**src/rtl/nsa_pkg.sv**
```systemverilog
// Shared types and constants for the nibble-serial wide adder.
// State encoding and slice width used by the top and the nibble datapath.
package nsa_pkg;

  localparam int NIB = 4;

  typedef enum logic [1:0] {
    IDLE = 2'd0,
    RUN  = 2'd1,
    DONE = 2'd2
  } state_t;

endpackage

```
**src/rtl/nibble_adder.sv**
```systemverilog
// Combinational 4-bit ripple-carry adder.
// One full adder per bit; carry ripples LSB to MSB.
module nibble_adder
  import nsa_pkg::*;
(
  input  logic [NIB-1:0] a,
  input  logic [NIB-1:0] b,
  input  logic           ci,
  output logic [NIB-1:0] s,
  output logic           co
);

  logic [NIB:0] c;

  assign c[0] = ci;

  for (genvar i = 0; i < NIB; i++) begin : g_fa
    assign s[i]   = a[i] ^ b[i] ^ c[i];
    assign c[i+1] = (a[i] & b[i]) | (c[i] & (a[i] ^ b[i]));
  end

  assign co = c[NIB];

endmodule

```
**src/rtl/nibble_serial_adder.sv**
```systemverilog
// Wide adder that streams 4-bit slices, LSB first, through one
// nibble adder and assembles the sum with a start/busy/done handshake.
module nibble_serial_adder
  import nsa_pkg::*;
#(
  parameter int NIBBLES = 4
) (
  input  logic                   clk,
  input  logic                   rst,
  input  logic                   start,
  input  logic [4*NIBBLES-1:0]   a,
  input  logic [4*NIBBLES-1:0]   b,
  input  logic                   cin,
  output logic                   busy,
  output logic                   done,
  output logic [4*NIBBLES-1:0]   sum,
  output logic                   cout,
  output logic                   ovf
);

  localparam int IW = (NIBBLES > 1) ? $clog2(NIBBLES) : 1;
  localparam logic [IW-1:0] LAST = IW'(NIBBLES - 1);

  state_t state, state_d;

  logic [NIBBLES-1:0][NIB-1:0] a_r, b_r, sum_r;
  logic [IW-1:0]               idx;
  logic                        carry;
  logic                        accept, last;
  logic                        busy_d, done_d;
  logic [NIB-1:0]              ns;
  logic                        nco;

  nibble_adder u_add (
    .a  (a_r[idx]),
    .b  (b_r[idx]),
    .ci (carry),
    .s  (ns),
    .co (nco)
  );

  always_comb begin
    state_d = state;
    accept  = 1'b0;
    busy_d  = 1'b0;
    done_d  = 1'b0;
    last    = (idx == LAST);
    unique case (state)
      IDLE: begin
        if (start) begin
          accept  = 1'b1;
          busy_d  = 1'b1;
          state_d = RUN;
        end
      end
      RUN: begin
        if (last) begin
          done_d  = 1'b1;
          state_d = DONE;
        end else begin
          busy_d  = 1'b1;
        end
      end
      DONE: begin
        if (start) begin
          accept  = 1'b1;
          busy_d  = 1'b1;
          state_d = RUN;
        end else begin
          state_d = IDLE;
        end
      end
      default: state_d = IDLE;
    endcase
  end

  always_ff @(posedge clk) begin
    if (rst) state <= IDLE;
    else     state <= state_d;
  end

  always_ff @(posedge clk) begin
    if (rst) begin
      busy  <= 1'b0;
      done  <= 1'b0;
      a_r   <= '0;
      b_r   <= '0;
      sum_r <= '0;
      idx   <= '0;
      carry <= 1'b0;
      cout  <= 1'b0;
      ovf   <= 1'b0;
    end else begin
      busy <= busy_d;
      done <= done_d;
      if (accept) begin
        a_r   <= a;
        b_r   <= b;
        carry <= cin;
        idx   <= '0;
        sum_r <= '0;
        cout  <= 1'b0;
        ovf   <= 1'b0;
      end else if (state == RUN) begin
        sum_r[idx] <= ns;
        carry      <= nco;
        if (last) begin
          cout <= nco;
          // sign of the result comes straight from the top nibble
          ovf  <= (a_r[NIBBLES-1][NIB-1] == b_r[NIBBLES-1][NIB-1])
               && (ns[NIB-1] != a_r[NIBBLES-1][NIB-1]);
        end else begin
          idx <= idx + 1'b1;
        end
      end
    end
  end

  assign sum = sum_r;

endmodule

```
**config.mk**
```make
export PLATFORM = sky130hd
export DESIGN_NAME = nibble_serial_adder
export DESIGN_NICKNAME = d
export VERILOG_FILES = /design/src/rtl/nsa_pkg.sv /design/src/rtl/nibble_adder.sv /design/src/rtl/nibble_serial_adder.sv
export SDC_FILE = /design/constraint.sdc
export NUM_CORES = 1
export LEC_CHECK = 0
export BUFFER_PORTS_ARGS = -buffer_cell sky130_fd_sc_hd__buf_2
export CAP_MARGIN = 40
export CORE_MARGIN = 2
export CORE_UTILIZATION = 53
export CTS_BUF_LIST = sky130_fd_sc_hd__clkbuf_4
export DETAILED_ROUTE_END_ITERATION = 10
export HOLD_SLACK_MARGIN = 0.05
export PLACE_DENSITY = 0.79
export SYNTH_ARGS = -nofsm -noshare
export SYNTH_HDL_FRONTEND = slang
export SYNTH_SLANG_ARGS = --single-unit
```
**constraint.sdc**
```tcl
create_clock -name clk -period 8.2 [get_ports clk]
set_input_delay 1.23 -clock clk [delete_from_list [all_inputs] [get_ports clk]]
set_output_delay 1.23 -clock clk [all_outputs]
set_load 0.005 [all_outputs]
```
# After elaboration in Yosys (flattened, before gate mapping)
# Index checks and enable logic that the tools add are counted.
[totals]
in_bits = 36
ff_bits = 57
elab_cells = 79
output_inout_bits = 20
[op_classes]
order_cmp = 2
n_eq_ne = 7
reduce_logical = 10
n_mux = 18
bitwise = 22
n_addsub = 1
[ops]
columns = ["operator", "n"]
rows = [
  ["$bmux 4 s2", 2],
  ["$bwmux 16", 1],
  ["$mux 4", 3],
  ["$and 1x1->1", 8],
  ["$demux 4 s2", 1],
  ["$xor 1x1->1", 8],
  ["$mux 1", 7],
  ["$pmux 2 s3", 1],
  ["$reduce_and 2->1", 3],
  ["$reduce_or 2->1", 3],
  ["$eq 2x2->1 const B", 2],
  ["$mux 2", 2],
  ["$ne 2x2->1 const B", 2],
  ["$or 1x1->1", 4],
  ["$lt 2x3->1 const B", 1],
  ["$add 2x1->2 const B", 1],
  ["$eq 2x1->1 const B", 1],
  ["$ge 2x1->1 const B", 1],
  ["$logic_and 1x1->1", 2],
  ["$logic_not 2->1", 1],
  ["$not 1->1", 2],
  ["$pmux 1 s2", 1],
  ["$reduce_bool 2->1", 1],
  ["$eq 1x1->1", 1],
  ["$ne 1x1->1", 1],
]

# Depth between registers and ports, before layout
[logic_depth]
word_depth = 13
depth_mapped = 11
ltp_nobuf = 10

# By module
# Synthesis repeated with hierarchy kept, for this count alone.
[hier_totals]
cells_unflattened = 259
hier_area_um2 = 2424.8
[by_module_without_submodules]
columns = ["module", "seq_area_each_um2", "instances", "cells_each", "area_each_um2"]
rows = [
  ["nibble_serial_adder", 1141.1, 1, 245, 2307.2],
  ["nibble_adder", 0.0, 1, 14, 117.6],
]

# Worst setup path before layout
# Ideal clock, no wire load.
[synth_path]
kind = "flip-flop to flip-flop"
from = "register idx[0]"
to = "register ovf"
path_stages_with_launch = 12
setup_slack_ns = 4.985
required_ns = 8.121
period_less_slack_ns = 3.215
setup_time_ns = 0.079
path_buffers = 1
arrival_ns = 3.136
path_cell_list = "dfxtp_1 -> buf_2 -> mux4_2 -> fa_1 -> inv_1 -> fa_1 -> inv_1 -> fa_1 -> inv_1 -> fa_1 -> o31a_1 -> a211oi_2"
[synth_via]
elab_chain_cells = 12
word_cells_on_any_way = 22
cone_classes = "eq/ne: 2; mux: 4; bitwise: 14; reduce/logical: 2"
[synth_lines]
columns = ["element", "line", "text"]
rows = [
  ["from (decl)", "nibble_serial_adder.sv:27", "logic [IW-1:0] idx;"],
  ["from (signal assigned)", "nibble_serial_adder.sv:113", "idx <= idx + 1'b1;"],
  ["$bmux 4 s2, on equally long branches", "nibble_serial_adder.sv:35, nibble_serial_adder.sv:36", ""],
  ["$mux 4, on equally long branches", "nibble_serial_adder.sv:35, nibble_serial_adder.sv:36", ""],
  ["$xor 1x1->1", "nibble_adder.sv:19", "assign c[i+1] = (a[i] & b[i]) | (c[i] & (a[i] ^ b[i]));"],
  ["$and 1x1->1", "nibble_adder.sv:19", ""],
  ["$or 1x1->1", "nibble_adder.sv:19", ""],
  ["$and 1x1->1", "nibble_adder.sv:19", ""],
  ["$or 1x1->1", "nibble_adder.sv:19", ""],
  ["$and 1x1->1", "nibble_adder.sv:19", ""],
  ["$or 1x1->1", "nibble_adder.sv:19", ""],
  ["$xor 1x1->1", "nibble_adder.sv:18", "assign s[i] = a[i] ^ b[i] ^ c[i];"],
  ["$ne 1x1->1", "nibble_serial_adder.sv:111", "&& (ns[NIB-1] != a_r[NIBBLES-1][NIB-1]);"],
  ["$logic_and 1x1->1", "nibble_serial_adder.sv:111", ""],
  ["to (signal assigned)", "nibble_serial_adder.sv:110", "ovf <= (a_r[NIBBLES-1][NIB-1] == b_r[NIBBLES-1][NIB-1])"],
  ["to (decl)", "nibble_serial_adder.sv:18", "output logic ovf"],
]
# Several ways; a longest one is shown, not always the timed one. The select of a mux whose other input is x is not followed.
# A chain may end at the register's enable or synchronous reset.

# Worst setup path in the final report
# Same ends and word-level chain as after synthesis.

==> flow_summary.toml <==
[status]
outcome = "finished, final reports clean"

[logic_synthesis]
synth_fa_ha_area_share_pct = 5.339
synth_top_family_by_area = "simple AND/OR/NAND/NOR gates"
synth_cell_types = 24
yosys.area_share.simple_pct = 17.45
synthCells = 257
synth_compound_area_share_pct = 12.68
syn-cell-area_um2 = 2437
yosys-mux-area-fraction_pct = 11.09
ys_seq_area_share_pct = 46.82
ys.warnings.count = 0
synth-xor-area-share_pct = 0.3593
ys_ff_latch = 57
synth_nets = 301
avgSynthCellArea_um2 = 9.484

[clock_tree]
cts_tree = "built"
cts_resized = 0
clk_transition_reported_paths_ns = 0.10
h-tree-depth = 3
numCtsBuffers = 9
clkSinkCount = 57
insertion_delay_ns = 0.40
clock_path_buffers = 2
post-cts-setup-buffers = 0
hold_buffers = 0
clock-root-buffer = "clkbuf_4"

[timing]
worstMarginPinSlew_ns = 0.6485
clock_skew_ns = 0.01015
finalSetupViolations = 0
finalHoldViolCount = 0
finalCritPeriodShare_pct = 42.51
final.setup.tns_ns = 0
slew_violations = 0
relSlewSlack_pct = 56.77
fmax_ghz = 0.2868
min_period_ns = 3.486
rsz0062_at_grt = "no"

[detailed_routing]
num_vias = 1879
drc_errors = 0
dr.pass1.iters = 4
antenna_left = 0
wire_per_inst_um = 13.30
drt_iter0_drc = 70
vias_per_cell = 5.176
routed_wl_um = 4829

[final_layout]
final_common_cell = "nand2_1"
final_nets = 350
antenna_cells = 0
final_cell_mix = "nand2_1, dfxtp_1, buf_2"
area_growth_pct = 15.04
fillerInstances = 389
ff_latch_area_um2 = 1141
stdcell_area_um2 = 2804
multi_input_area_um2 = 1146
drive_above_1_share_pct = 29.90

[floorplan]
die_height_um = 71.82
row_count = 24
pin_count = 56
fp.dieW_um = 71.82
core-area_um2 = 4384
die-area_um2 = 5157
start_util_pct = 55.59

[worst_hold_path]
hold_end = "a_r[3]$_SDFFE_PP0P_"
hp-class = "reg2reg"
whs_path_depth = 2
worstHoldStart = "a_r[3]$_SDFFE_PP0P_"

[worst_setup_path]
startpoint_type = "flop"
cp_cell_sequence = "mux4_2 > fa_1 > inv_1 > fa_1 > inv_1 > fa_1 > inv_1 > fa_1 > o31a_1 > a211oi_2"
cpMaxStageDelayCell = "dfxtp_1"
startpoint = "idx[0]$_SDFFE_PP0P_"
reg2reg_slack_ns = 4.71
critical_path_class = "reg2reg"
crit_path_max_fanout = 12
rr_startpoint = "idx[0]$_SDFFE_PP0P_"
cp_top_family = "adder cells"
cp-end-kind = "flop"
slowest_delay_ns = 0.69
required_ns = 8.53
worstRegToRegCells = 10
cp_data_arrival_time_ns = 3.81
r2r_end = "ovf$_SDFFE_PP0P_"
crit_top_cell = "fa_1"
cp_num_buf_inv = 3

[pwr]
p_seq_share_pct = 56.3
switching_share_pct = 27.29
pwr-share-comb_pct = 12.8
p_switching_uw = 144.8
ir_drop_v = 0.0001143
p_clk_share_pct = 30.9
p_int_uw = 385.8
power_leakage_uw = 0.001155
power_per_cell_area_nw_per_um2 = 189.3

[placement]
placed_area_um2 = 2699
place.gp.congestion = 0.7597
numPortBuffers = 55
hpwl_um = 3551

[global_route]
grt_max_degree = 39
grt_first_pass_wirelength_um = 8280
grt_pass1_vias = 1811
gr-total-overflow = 0
antenna_found_initial = 0
grt_usage_pct = 20.89

[flow_run]
timing.max_cap.violations = 0
==> Yosys cell counts <==
library cell / count / area, um2
nor3b_2: 1 / 12.51
a21oi_1: 32 / 160.2
clkbuf_1: 2 / 7.510
a2111oi_2: 1 / 15.01
dfxtp_1: 57 / 1141
fa_1: 4 / 80.08
buf_1: 1 / 3.750
nor2_1: 24 / 90.09
buf_2: 11 / 55.05
mux2i_1: 9 / 90.09
xnor2_1: 1 / 8.760
o31a_1: 1 / 8.760
a211oi_2: 10 / 125.1
buf_6: 2 / 22.52
nor2b_1: 4 / 25.02
inv_1: 9 / 33.78
buf_4: 4 / 30.03
and3b_1: 4 / 35.03
nor3_1: 1 / 5.000
ha_1: 4 / 50.05
nand3_1: 1 / 5.000
nand2b_1: 2 / 12.51
mux4_2: 8 / 180.2
nand2_1: 64 / 240.2
==> worst max path at each step <==
stage | end | slack, ns | cells after the start
after floorplan | ovf$_SDFFE_PP0P_ | 4.99 | 11
after global placement | ovf$_SDFFE_PP0P_ | 4.76 | 10
after detailed placement | ovf$_SDFFE_PP0P_ | 4.69 | 10
after CTS | ovf$_SDFFE_PP0P_ | 4.69 | 10
after global routing | ovf$_SDFFE_PP0P_ | 4.47 | 10
final | ovf$_SDFFE_PP0P_ | 4.71 | 10
==> metal layers <==
layer	routed length [um]	GRT usage (%)	part of all wire [%]	up-vias
li1	-	-	-	947
met1	2149	26.68	45	875
met2	2349	32.82	49	46
met3	224	5.345	4.6	11
met4	105	10.69	2.2	0
met5	0	0	0	-
==> worst reg2reg max path, stage by stage (launching register included) <==
cell and delay, ns:
dfxtp_1 0.69, mux4_2 0.59, fa_1 0.40, inv_1 0.08, fa_1 0.15, inv_1 0.05, fa_1 0.35, inv_1 0.07
fa_1 0.53, o31a_1 0.30, a211oi_2 0.21
==> kinds of logic after synthesis <==
group / count (synthesis)
xor+xnor: 1
fa+ha+maj: 8
simple gates: 101
buf+inv: 29
compound gates: 44
mux: 17
flops: 57
==> area by class of cell <==
type | instances | area share, %
clock buffer | 11 | 2.945
clock inverter | 5 | 0.8032
inverter | 9 | 1.205
multi-input combinational | 171 | 40.87
sequential | 57 | 40.70
tap | 52 | 2.320
timing repair buffer | 58 | 11.16
==> power by group through the flow <==
| stage | registers [uW] | clock network [uW] | logic [uW] |
|---|---|---|---|
| 2_1_floorplan | 301 | 0 | 52.6 |
| 3_3_place_gp | 305 | 0 | 64.3 |
| 3_5_place_dp | 306 | 0 | 68.6 |
| 4_1_cts | 299 | 169 | 68.9 |
| 5_1_grt | 301 | 180 | 76.7 |
| 6_report | 299 | 164 | 67.9 |
==> registers in the layout (all words and copies together), names as in the netlist <==
signal / flops
cout: 1
sum: 16
state: 2
carry: 1
busy: 1
done: 1
a_r: 16
ovf: 1
idx: 2
b_r: 16
==> per-stage QoR <==
| stage | util, % | hold WS (ns) | total power (uW) | std cells | setup slack [ns] |
|---|---|---|---|---|---|
| 3_5_place_dp | 61.56 | 0.4482 | 374.3 | 347 | 4.688 |
| 2_1_floorplan | - | 0.4331 | 353.6 | 257 | 4.985 |
| 5_1_grt | 63.96 | 0.4815 | 557.6 | 363 | 4.471 |
| 6_report | 63.96 | 0.4614 | 530.7 | 363 | 4.714 |
| 3_3_place_gp | 60.87 | 0.4449 | 369.4 | 345 | 4.759 |
| 4_1_cts | 63.96 | 0.4611 | 537.3 | 363 | 4.690 |
No activity file was read; power rests on OpenSTA's default activity.
